--- src/rtl/divmod_recombine.sv ---
// divmod_recombine: sequential reconstructor/checker for a quotient/divisor/
// remainder triple. Rebuilds the dividend a = q*b + r with a shift-add
// multiplier (one partial product per cycle), flags r >= b, and reports the
// reduction-XOR parity of the rebuilt dividend.
//
// Optional feature macro: RECOMB_PARITY_CHECK_EN
//   defined   : p_in is captured at acceptance, parity_err = parity ^ p_in
//   undefined : p_in is unused, parity_err is constant 0
//
// Ports:
//   clk, rst_n            clock, asynchronous active-low reset
//   in_valid / in_ready   input handshake (in_ready high only in IDLE)
//   q, b, r  [W-1:0]      quotient, divisor, remainder
//   p_in                  expected dividend parity (macro build only)
//   out_valid / out_ready output handshake
//   a_out   [2W-1:0]      rebuilt dividend
//   range_err             r >= b (includes b == 0), informational
//   parity                ^a_out
//   parity_err            parity mismatch against captured p_in
module divmod_recombine #(
  parameter int unsigned W = 4
) (
  input  logic           clk,
  input  logic           rst_n,
  input  logic           in_valid,
  output logic           in_ready,
  input  logic [W-1:0]   q,
  input  logic [W-1:0]   b,
  input  logic [W-1:0]   r,
  input  logic           p_in,
  output logic           out_valid,
  input  logic           out_ready,
  output logic [2*W-1:0] a_out,
  output logic           range_err,
  output logic           parity,
  output logic           parity_err
);

  localparam int unsigned AW = 2 * W;
  localparam int unsigned CW = (W > 1) ? $clog2(W) : 1;

  typedef enum logic [1:0] {
    S_IDLE,
    S_MUL,
    S_DONE
  } state_t;

  state_t          r_state;
  logic [W-1:0]    r_q;
  logic [W-1:0]    r_b;
  logic [AW-1:0]   r_acc;
  logic [CW-1:0]   r_cnt;
  logic            r_range_pend;
  logic            r_in_ready;
  logic            r_out_valid;
  logic [AW-1:0]   r_a_out;
  logic            r_range_err;
  logic            r_parity;

  logic [AW-1:0]   w_pp;
  logic [AW-1:0]   w_acc_nxt;
  logic            w_last;
  logic            w_accept;

  // Partial product for the current multiplier bit, kept in 2*W bits.
  assign w_pp      = r_q[r_cnt] ? ({{W{1'b0}}, r_b} << r_cnt) : '0;
  assign w_acc_nxt = r_acc + w_pp;
  assign w_last    = (r_cnt == CW'(W - 1));
  assign w_accept  = (r_state == S_IDLE) && in_valid && r_in_ready;

  // Control FSM and datapath registers.
  always_ff @(posedge clk or negedge rst_n) begin
    if (!rst_n) begin
      r_state      <= S_IDLE;
      r_q          <= '0;
      r_b          <= '0;
      r_acc        <= '0;
      r_cnt        <= '0;
      r_range_pend <= 1'b0;
      r_in_ready   <= 1'b1;
      r_out_valid  <= 1'b0;
      r_a_out      <= '0;
      r_range_err  <= 1'b0;
      r_parity     <= 1'b0;
    end else begin
      case (r_state)
        S_IDLE: begin
          if (w_accept) begin
            r_q          <= q;
            r_b          <= b;
            r_acc        <= {{W{1'b0}}, r};
            r_cnt        <= '0;
            r_range_pend <= (r >= b);
            r_in_ready   <= 1'b0;
            r_state      <= S_MUL;
          end
        end
        S_MUL: begin
          r_acc <= w_acc_nxt;
          r_cnt <= r_cnt + CW'(1);
          if (w_last) begin
            // Result, flags and parity are published together.
            r_a_out     <= w_acc_nxt;
            r_range_err <= r_range_pend;
            r_parity    <= ^w_acc_nxt;
            r_out_valid <= 1'b1;
            r_state     <= S_DONE;
          end
        end
        S_DONE: begin
          if (out_ready) begin
            r_out_valid <= 1'b0;
            r_in_ready  <= 1'b1;
            r_state     <= S_IDLE;
          end
        end
        default: begin
          r_state     <= S_IDLE;
          r_in_ready  <= 1'b1;
          r_out_valid <= 1'b0;
        end
      endcase
    end
  end

`ifdef RECOMB_PARITY_CHECK_EN
  logic r_p;
  logic r_parity_err;

  // Expected parity captured at acceptance, compared when the result lands.
  always_ff @(posedge clk or negedge rst_n) begin
    if (!rst_n) begin
      r_p          <= 1'b0;
      r_parity_err <= 1'b0;
    end else begin
      if (w_accept) begin
        r_p <= p_in;
      end
      if ((r_state == S_MUL) && w_last) begin
        r_parity_err <= (^w_acc_nxt) ^ r_p;
      end
    end
  end

  assign parity_err = r_parity_err;
`else
  logic w_unused_p_in;
  assign w_unused_p_in = p_in;
  assign parity_err    = 1'b0;
`endif

  assign in_ready  = r_in_ready;
  assign out_valid = r_out_valid;
  assign a_out     = r_a_out;
  assign range_err = r_range_err;
  assign parity    = r_parity;

endmodule

--- config.mk ---
export PLATFORM = sky130hd
export DESIGN_NAME = divmod_recombine
export DESIGN_NICKNAME = d
export VERILOG_FILES = /design/src/rtl/divmod_recombine.sv
export SDC_FILE = /design/constraint.sdc
export NUM_CORES = 1
export LEC_CHECK = 0
export ABC_AREA = 0
export CORE_ASPECT_RATIO = 1.75
export CORE_MARGIN = 5
export CORE_UTILIZATION = 53
export DETAILED_ROUTE_END_ITERATION = 8
export PLACE_DENSITY = 0.88
export SLEW_MARGIN = 20
export SYNTH_ARGS = -nofsm -noshare
export SYNTH_HDL_FRONTEND = slang
export SYNTH_SLANG_ARGS = --single-unit
--- constraint.sdc ---
create_clock -name clk -period 3.2 [get_ports clk]
set_input_delay 0.32 -clock clk [delete_from_list [all_inputs] [get_ports clk]]
set_output_delay 0.32 -clock clk [all_outputs]
set_load 0.05 [all_outputs]
==> flow_metrics.env <==
export IMPL_status="finished clean"
export IMPL_ios=30
export IMPL_grt_pass1_wl_um=6960
export IMPL_r2r_end="parity"
export IMPL_ctsResizeCount=0
export IMPL_cts_tree="done"
export IMPL_min_path_type="input pin to async pin"
export IMPL_sw_frac_of_total_pct=41.5
export IMPL_final_common_cell="dfrtp_1"
export IMPL_p_int_mw=1.50
export IMPL_grt_start_max_net_pins=34
export IMPL_die_h_um=88.6
export IMPL_gp_congestion=0.823
export IMPL_cp_start_kind="flop"
export IMPL_yosys_register_bits=33
export IMPL_leakagePower_nw=1.08
export IMPL_drv_cap=0
export IMPL_clock_skew_ns=0.00555
export IMPL_h_tree_depth=2
export IMPL_ff2ff_setup_slack_ns=0.26
export IMPL_core_mm2=0.00340
export IMPL_insertion_delay_ns=0.28
export IMPL_rsz0062_at_grt="false"
export IMPL_path_max_fanout=10
export IMPL_synthDistinctLibCells=39
export IMPL_finalCriticalPeriod_ns=2.94
export IMPL_slew_viol_final=0
export IMPL_cts_hold_buffers=0
export IMPL_setup_slack_ns=0.260
export IMPL_ys_warn_count=0
export IMPL_seqPwrFrac_pct=29.1
export IMPL_regToRegStartpoint="r_cnt[0]"
export IMPL_dieArea_mm2=0.00487
export IMPL_final_cell_mix="dfrtp_1, clkdlybuf4s50_1, nand2_1"
export IMPL_synth_edf_count=0
export IMPL_worstMarginPinSlew_ns=0.578
export IMPL_wire_per_inst_um=15.4
export IMPL_cts_sinks=33
export IMPL_drc_errors=0
export IMPL_grtUsageTotal_pct=19.8
export IMPL_r2r_cells=12
export IMPL_area_delta_synth_final_pct=23.9
export IMPL_multiInputGateArea_um2=1000
export IMPL_antenna_found_initial=0
export IMPL_syn_area_per_cell_um2=10.6
export IMPL_portBuffers=27
export IMPL_endpoint_kind="flop"
export IMPL_clock_path_buffers=2
export IMPL_finalSetupTns_ns=0
export IMPL_switchingPower_mw=1.06
export IMPL_pwr_share_clk_pct=15.8
export IMPL_finalWirelength_um=3910
export IMPL_vias=1445
export IMPL_antenna_cells=0
export IMPL_cp_arrival_ns=3.15
export IMPL_max_freq_ghz=0.340
export IMPL_die_w_um=54.9
export IMPL_layout_nets=237
export IMPL_rows=28
export IMPL_postSynth_asyncResetShare_pct=100
export IMPL_hold_viol_final=0
export IMPL_clkSlewWorstSetupHoldPaths_ns=0.07
export IMPL_crit_required_ns=3.41
export IMPL_ys_seq_area_share_pct=44.2
export IMPL_cts_setup_buffers=0
export IMPL_ant_nets=0
export IMPL_gr_total_overflow=0
export IMPL_period_share_pct=91.9
export IMPL_synth_flop_cell="dfrtp_1"
export IMPL_relSlewSlack_pct=61.3
export IMPL_root_buffer="clkbuf_8"
export IMPL_p_per_area_mw_per_mm2=1100
export IMPL_whs_ns=0.443
export IMPL_seqCellArea_um2=827
export IMPL_critical_path_class="flop to flop"
export IMPL_via_per_inst=5.71
export IMPL_start_util_pct=55.1
export IMPL_p_comb_share_pct=55.1
export IMPL_hpwlAfterDp_um=3010
export IMPL_syn_area_mm2=0.00187
export IMPL_drive_gt1_share_pct=15.9
export IMPL_cts_made_buffers=5
export IMPL_drt_iter0_drc=19
export IMPL_drt_pass1_iterations=4
export IMPL_setup_violations_final=0
export IMPL_first_global_vias=1589
export IMPL_syn_nets=206
export IMPL_ir_worst_vdd_mv=0.686
export IMPL_dp_slack_ns=0.282
export IMPL_nFillCells=282
export IMPL_synth_cells=176
## metal layers
| layer | wire length [µm] | track usage [%] | part of all wire [%] |
|---|---|---|---|
| met3 | 131 | 4.89 | 3.4 |
| met2 | 2190 | 35.3 | 56 |
| met1 | 1440 | 19.8 | 37 |
| met4 | 144 | 11.3 | 3.7 |
| met5 | 0 | 0 | 0 |
## synthesized netlist by cell type (all sizes together) (2+ instances only)
cell type	n	area [µm²]
nand2	26	97.6
ha	12	150
nand2b	3	18.8
o21ai	14	73.8
o22ai	4	25.0
xor2	4	42.6
clkbuf	5	18.8
a21o	4	30.0
dfrtp	32	801
nor2	5	18.8
o21bai	2	15.0
a22oi	3	22.5
nand3	2	10.0
mux2	11	124
a21oi	12	71.3
mux2i	3	30.0
inv	5	18.8
nand3b	2	15.0
buf	2	12.5
and2	4	25.0
xnor2	8	77.6
mux4	2	45.0
## layout make-up
class,instances,area share (%)
Sequential cell,33,35.7
Timing Repair Buffer,31,13.0
Tap cell,45,2.43
Clock buffer,7,3.72
Inverter,5,0.809
Clock inverter,1,1.30
Multi-Input combinational cell,131,43.1
## how the worst max path moves through the flow
stage                  start      to  slack [ns]  cells past startpoint
floorplan           r_cnt[0]  parity        0.49                     10
global placement    r_cnt[0]  parity        0.34                     11
detailed placement  r_cnt[0]  parity        0.28                     11
CTS                 r_cnt[0]  parity        0.25                     11
global route        r_cnt[0]  parity         0.1                     12
finish              r_cnt[0]  parity        0.26                     12
## stage by stage
| stage | area [µm²] | util [%] | power (mW) | cells |
|---|---|---|---|---|
| after detailed placement | 2200 | 64.8 | 2.15 | 245 |
| final | 2320 | 68.2 | 2.56 | 253 |
| after global placement | 2200 | 64.8 | 2.10 | 245 |
| after floorplan | 1870 | - | 1.81 | 176 |
| after CTS | 2320 | 68.2 | 2.57 | 253 |
| after global routing | 2320 | 68.2 | 2.74 | 253 |
## cell families after synthesis
family,after synthesis,synth area share (%)
other cells,1,0.200
xor+xnor,13,7.62
flops,33,44.2
simple gates,47,11.9
compound gates,41,13.7
fa+ha+maj,13,9.09
mux,16,10.6
buf+inv,12,2.67
## critical path, stage by stage (launching register included)
cell and delay [ns]:
dfrtp_1 0.44, buf_4 0.20, mux2i_1 0.25, o21ai_0 0.11, and2_1 0.18, ha_1 0.33, a21o_1 0.22, a21oi_2 0.18
o21bai_1 0.10, a21oi_2 0.19, xor2_2 0.21, xnor3_1 0.34, o21ai_1 0.11
## power by group through the flow
stage          registers [mW]  clock network [mW]  logic (mW)
2_1_floorplan           0.888                   0       0.920
3_3_place_gp            0.737                   0        1.36
3_5_place_dp            0.749                   0        1.41
4_1_cts                 0.742               0.407        1.42
5_1_grt                 0.775               0.430        1.54
6_report                0.744               0.404        1.41
## flip-flops by register name, summed over array words and instances, names as in the netlist
register,cells
a_out,8
in_ready,1
out_valid,1
parity,1
r_acc,8
r_b,4
r_cnt,2
r_q,4
r_range_pend,1
r_state,2
range_err,1
Note: power is estimated with default switching activity, not from simulation.
==> RTL edit 1, RTL diff (same settings) <==
Set the parameter `W` to 16 (it was 4).
--- a/src/rtl/divmod_recombine.sv
+++ b/src/rtl/divmod_recombine.sv
@@ -18,7 +18,7 @@
 //   parity                ^a_out
 //   parity_err            parity mismatch against captured p_in
 module divmod_recombine #(
-  parameter int unsigned W = 4
+  parameter int unsigned W = 16
 ) (
   input  logic           clk,
   input  logic           rst_n,
Ports: changed (resized a_out, b, q and r); port bits go from 30 to 90. The function was not compared with the original's and may differ.
==> RTL edit 1 against the original RTL <==
Area after synthesis rose to 3.9 times the old value. The flow now finishes with violations (negative setup slack). Sequential cell count up 74. Synthesized cell count rose to 4.3 times the old value. Wire length rose to 6.6 times the old value. Worst setup slack worse by 2.5 ns. Cell area rose to 4.6 times the old value. Via count rose to 5.2 times the old value. Fmax down 45%.
Power is left out: the tool's default activity adds up to more than one toggle a clock period on the data nets, which glitch-free logic cannot reach.
==> RTL edit 1: results (changes against the original RTL) <==
global_routing:
  grt_util_all_layers_pct: 28.33  # was 19.83%
  grt_pass1_wl_um: 36670  # was 6955 um
  met1_usage_pct: 29.55  # was 19.82%
  use_met3_pct: 4.565  # was 4.890%
setup_path:
  critPathMaxFanout: 4  # was 10
  slowest_stage: "dfrtp_2"  # was dfrtp_1
  ff2ff_path_depth: 27  # was 12
  reg2reg_slack_ns: -2.19  # was 0.26 ns
synthesis:
  synth-compound-area-share_pct: 19.27  # was 13.70%
  synth_common_cells: "dfrtp_1 (106), nand2_1 (83), o21ai_0 (59)"  # was dfrtp_1 (32), nand2_1 (26), ha_1 (12), o21ai_0 (12), mux2_2 (11)
  synth-adder-area-share_pct: 8.543  # was 9.091%
  syn_nets: 852  # was 206
  synth_xor_xnor_area_share_pct: 8.715  # was 7.620%
  synth_cell_types: 64  # was 39
  yosysSeqAreaShare_pct: 36.88  # was 44.18%
sta:
  hold_ws_ns: 0.3267  # was 0.4426 ns
  worst_slack_ns: -2.192  # was 0.2598 ns
  tns_ns: -40.67  # was 0 ns
  setup_violations: 52  # was 0
  skew_ns: 0.008670  # was 0.005549 ns
clocking:
  clk_pin_slew_worst_paths_ns: 0.09  # was 0.07 ns
  hold_buffers: 1  # was 0
  cts_made_buffers: 9  # was 5
  cts_resized: 30  # was 0
  cts_setup_buffers: 15  # was 0
  cts_root_buf: "clkbuf_16"  # was clkbuf_8
run_status:
  status: "finished with violations"  # was complete, no violations
  violations: "negative setup slack"
layout:
  fillers: 744  # was 282
place:
  placed_area_um2: 9757  # was 2202 um2
  dp.final_hpwl_um: 17220  # was 3009 um
routing:
  via_per_inst: 6.221  # was 5.711
  detailedRoute.firstIterationViolations: 666  # was 19
## RTL edit 1: cell count changes in the layout (fill, tap and decap cells not counted), sizes merged, moves of 35 or more
cell	delta
buf	+215
o21ai	+50
xnor2	+35
a21oi	+35
nand2	+58
ha	+36
nor2	+42
mux2	+35
clkdlybuf4s50	+57
dfrtp	+74
## RTL edit 1: final cells by class
class | instances | area, um2 | share of cell area (%)
clock buffer | 9 | 225.2 | 2.097
tap | 174 | 217.7 | 2.027
multi-input combinational | 576 | 4846 | 45.12
inverter | 25 | 93.84 | 0.8738
timing repair buffer | 306 | 2592 | 24.14
sequential | 107 | 2680 | 24.96
clock inverter | 7 | 83.83 | 0.7806
## RTL edit 1: critical path: cells and delay by family, from the launching register on
kind / cells / cell delay (ns)
AOI/OAI and AO/OA: 11 / 1.94
xor gates and xnor gates: 2 / 0.64
adders and majority gates: 1 / 0.34
buffers and inverters: 6 / 0.86
DFF: 1 / 0.47
muxes: 2 / 0.49
and+or+nand+nor: 5 / 0.54
==> RTL edit 2, RTL diff (config.mk and constraints unchanged) <==
Without the edit above. The 3 states of `state_t` get a one-hot encoding in 3 bits.
--- a/src/rtl/divmod_recombine.sv
+++ b/src/rtl/divmod_recombine.sv
@@ -39,10 +39,10 @@
   localparam int unsigned AW = 2 * W;
   localparam int unsigned CW = (W > 1) ? $clog2(W) : 1;
 
-  typedef enum logic [1:0] {
-    S_IDLE,
-    S_MUL,
-    S_DONE
+  typedef enum logic [2:0] {
+    S_IDLE = 3'b001,
+    S_MUL  = 3'b010,
+    S_DONE = 3'b100
   } state_t;
 
   state_t          r_state;
Function: same outputs for any inputs over 10 cycles, from zero or initial values and one cycle with rst_n low; not proved beyond that.
==> RTL edit 2 against the original RTL <==
Via count up 10%. Sequential cell count up 1. Global-route usage down 2.3 points. Largest power group unchanged. Area after synthesis up 7.8%. Worst setup slack worse by 0.054 ns. Total power up 9.8%. Cell area up 7.2%. Highest routed layer unchanged. Count of clock-buffer cells in the layout down 2. Wire length up 8.7%. First-iteration DRC count up 32%.
==> RTL edit 2: results (changes against the original RTL) <==
run_status:
  status: "complete, no violations"  # unchanged
clocking:
  cts.path.max_buffers: 2  # unchanged
  cts_made_buffers: 5  # unchanged
  insertion_delay_ns: 0.30  # was 0.28 ns
routing:
  via_per_inst: 5.723  # was 5.711
  wire_per_inst_um: 15.28  # was 15.45 um
  first_pass_iters: 6  # was 4
  detailedRoute.firstIterationViolations: 25  # was 19
synthesis:
  synth_common_cells: "dfrtp_1 (32), nand2_1 (27), o21ai_0 (18)"  # was dfrtp_1 (32), nand2_1 (26), ha_1 (12), o21ai_0 (12), mux2_2 (11)
  syn_nets: 229  # was 206
  yosysSeqAreaShare_pct: 42.31  # was 44.18%
  netlist_top_cells_area: "dfrtp_1 (40%), ha_1 (7.4%), mux2_2 (6.7%)"  # was dfrtp_1 (43%), ha_1 (8.0%), mux2_2 (6.6%)
  muxShareOfSynthArea_pct: 8.809  # was 10.63%
  synth-compound-area-share_pct: 15.38  # was 13.70%
  synth-adder-area-share_pct: 8.437  # was 9.091%
  synth_cell_types: 45  # was 39
  synth_xor_xnor_area_share_pct: 6.824  # was 7.620%
sta:
  skew_ns: 0.009237  # was 0.005549 ns
  period_share_pct: 93.58  # was 91.88%
  timing.slew.headroom_pct: 47.17  # was 61.30%
global_routing:
  grt_max_degree: 35  # was 34
  grt_pass1_wl_um: 7134  # was 6955 um
  antenna_found_initial: 0  # unchanged
  grt_pass1_vias: 1572  # was 1,589
  grt_util_all_layers_pct: 17.53  # was 19.83%
power_and_ir_drop:
  p_leak_nw: 1.120  # was 1.080 nW
  irDropWorstVdd_mv: 0.7629  # was 0.6862 mV
setup_path:
  ff2ff_path_depth: 9  # was 12
  cp.arrival_ns: 3.21  # was 3.15 ns
  critPathMaxFanout: 8  # was 10
  reg2reg_slack_ns: 0.21  # was 0.26 ns
  crit_end: "parity$_DFFE_PN0P_"  # unchanged
layout:
  fillers: 280  # was 282
  antenna_cells: 0  # unchanged
  layout.nets: 261  # was 237
  drive_gt1_share_pct: 16.38  # was 15.87%
place:
  pre_cts_ws_ns: 0.2582  # was 0.2824 ns
  dp.final_hpwl_um: 3148  # was 3009 um
  globalplace.congestion: 0.8796  # was 0.8227
-- RTL edit 2: cell types whose count changed in the layout (fill, tap and decap cells not counted), moves of 2 or more --
cell,before,now
nor2_1,5,10
o21ai_0,12,18
inv_1,5,10
o31ai_1,0,2
a31oi_1,0,2
nand3_1,2,4
o21bai_1,2,0
buf_4,4,6
xnor3_1,1,3
nor3_1,1,3
a21oi_1,9,5
xnor2_1,7,5
-- RTL edit 2: final cells by class --
cell class,instances,area share (%)
tap,46,2.316
clock buffer,5,2.769
timing repair buffer,33,12.69
clock inverter,3,2.769
sequential,34,34.39
inverter,10,1.511
multi-input combinational,147,43.56
-- RTL edit 2: logic make-up (layout without fill, tap and decap cells) --
group,count (synthesis),after routing
mux,15,15
xor+xnor,11,11
flops,34,34
compound gates,48,48
fa+ha+maj,13,13
buf+inv,18,51
simple gates,59,59
other cells,1,1
-- RTL edit 2: worst max-delay path, stage by stage (launching register included) --
cell	delay (ns)
dfrtp_1	0.51
mux4_2	0.56
and2_1	0.17
ha_1	0.31
a21oi_1	0.31
o21a_1	0.18
o31ai_1	0.09
xnor2_1	0.23
xnor3_1	0.44
o21ai_1	0.13
-- RTL edit 2: timing repair --
| item | 4_1_cts | 5_1_grt |
|---|---|---|
| hold endpoints to repair | 0 | 0 |
| resized for setup | 0 | 1 |
| hold buffers | 0 | 0 |
| buffers inserted | 0 | 0 |
| setup endpoints to repair | 0 | 1 |
-- RTL edit 2: how the worst min path moves through the flow --
stage / startpoint / to / slack, ns / cells after the start
after floorplan: rst_n / a_out[0]$_DFFE_PN0P_ / 0.02 / 0
after global placement: a_out[4]$_DFFE_PN0P_ / a_out[4]$_DFFE_PN0P_ / 0.46 / 2
after detailed placement: a_out[6]$_DFFE_PN0P_ / a_out[6]$_DFFE_PN0P_ / 0.47 / 2
after CTS: rst_n / r_acc[2]$_DFFE_PN0P_ / 0.44 / 2
after global routing: rst_n / r_acc[2]$_DFFE_PN0P_ / 0.46 / 2
final: rst_n / r_acc[1]$_DFFE_PN0P_ / 0.43 / 2
-- RTL edit 2: through the flow --
stage          cells  cell area [um2]
2_1_floorplan    199             2017
3_3_place_gp     270             2346
3_5_place_dp     270             2346
4_1_cts          278             2484
5_1_grt          278             2485
6_report         278             2485
-- RTL edit 2: where the power goes --
| part | total (mW) | switching (mW) | internal (mW) |
|---|---|---|---|
| Sequential | 0.746 | 0.156 | 0.590 |
| Clock | 0.479 | 0.167 | 0.312 |
| Combinational | 1.58 | 0.797 | 0.785 |
| Total | 2.81 | 1.12 | 1.69 |
-- RTL edit 2: metal layers --
layer | vias up | GRT usage [%] | wire length [um]
met5 | - | 0 | 0
met4 | 0 | 9.505 | 131
met3 | 10 | 3.830 | 199
met2 | 39 | 31.56 | 2329
met1 | 777 | 18.33 | 1589
li1 | 765 | - | -
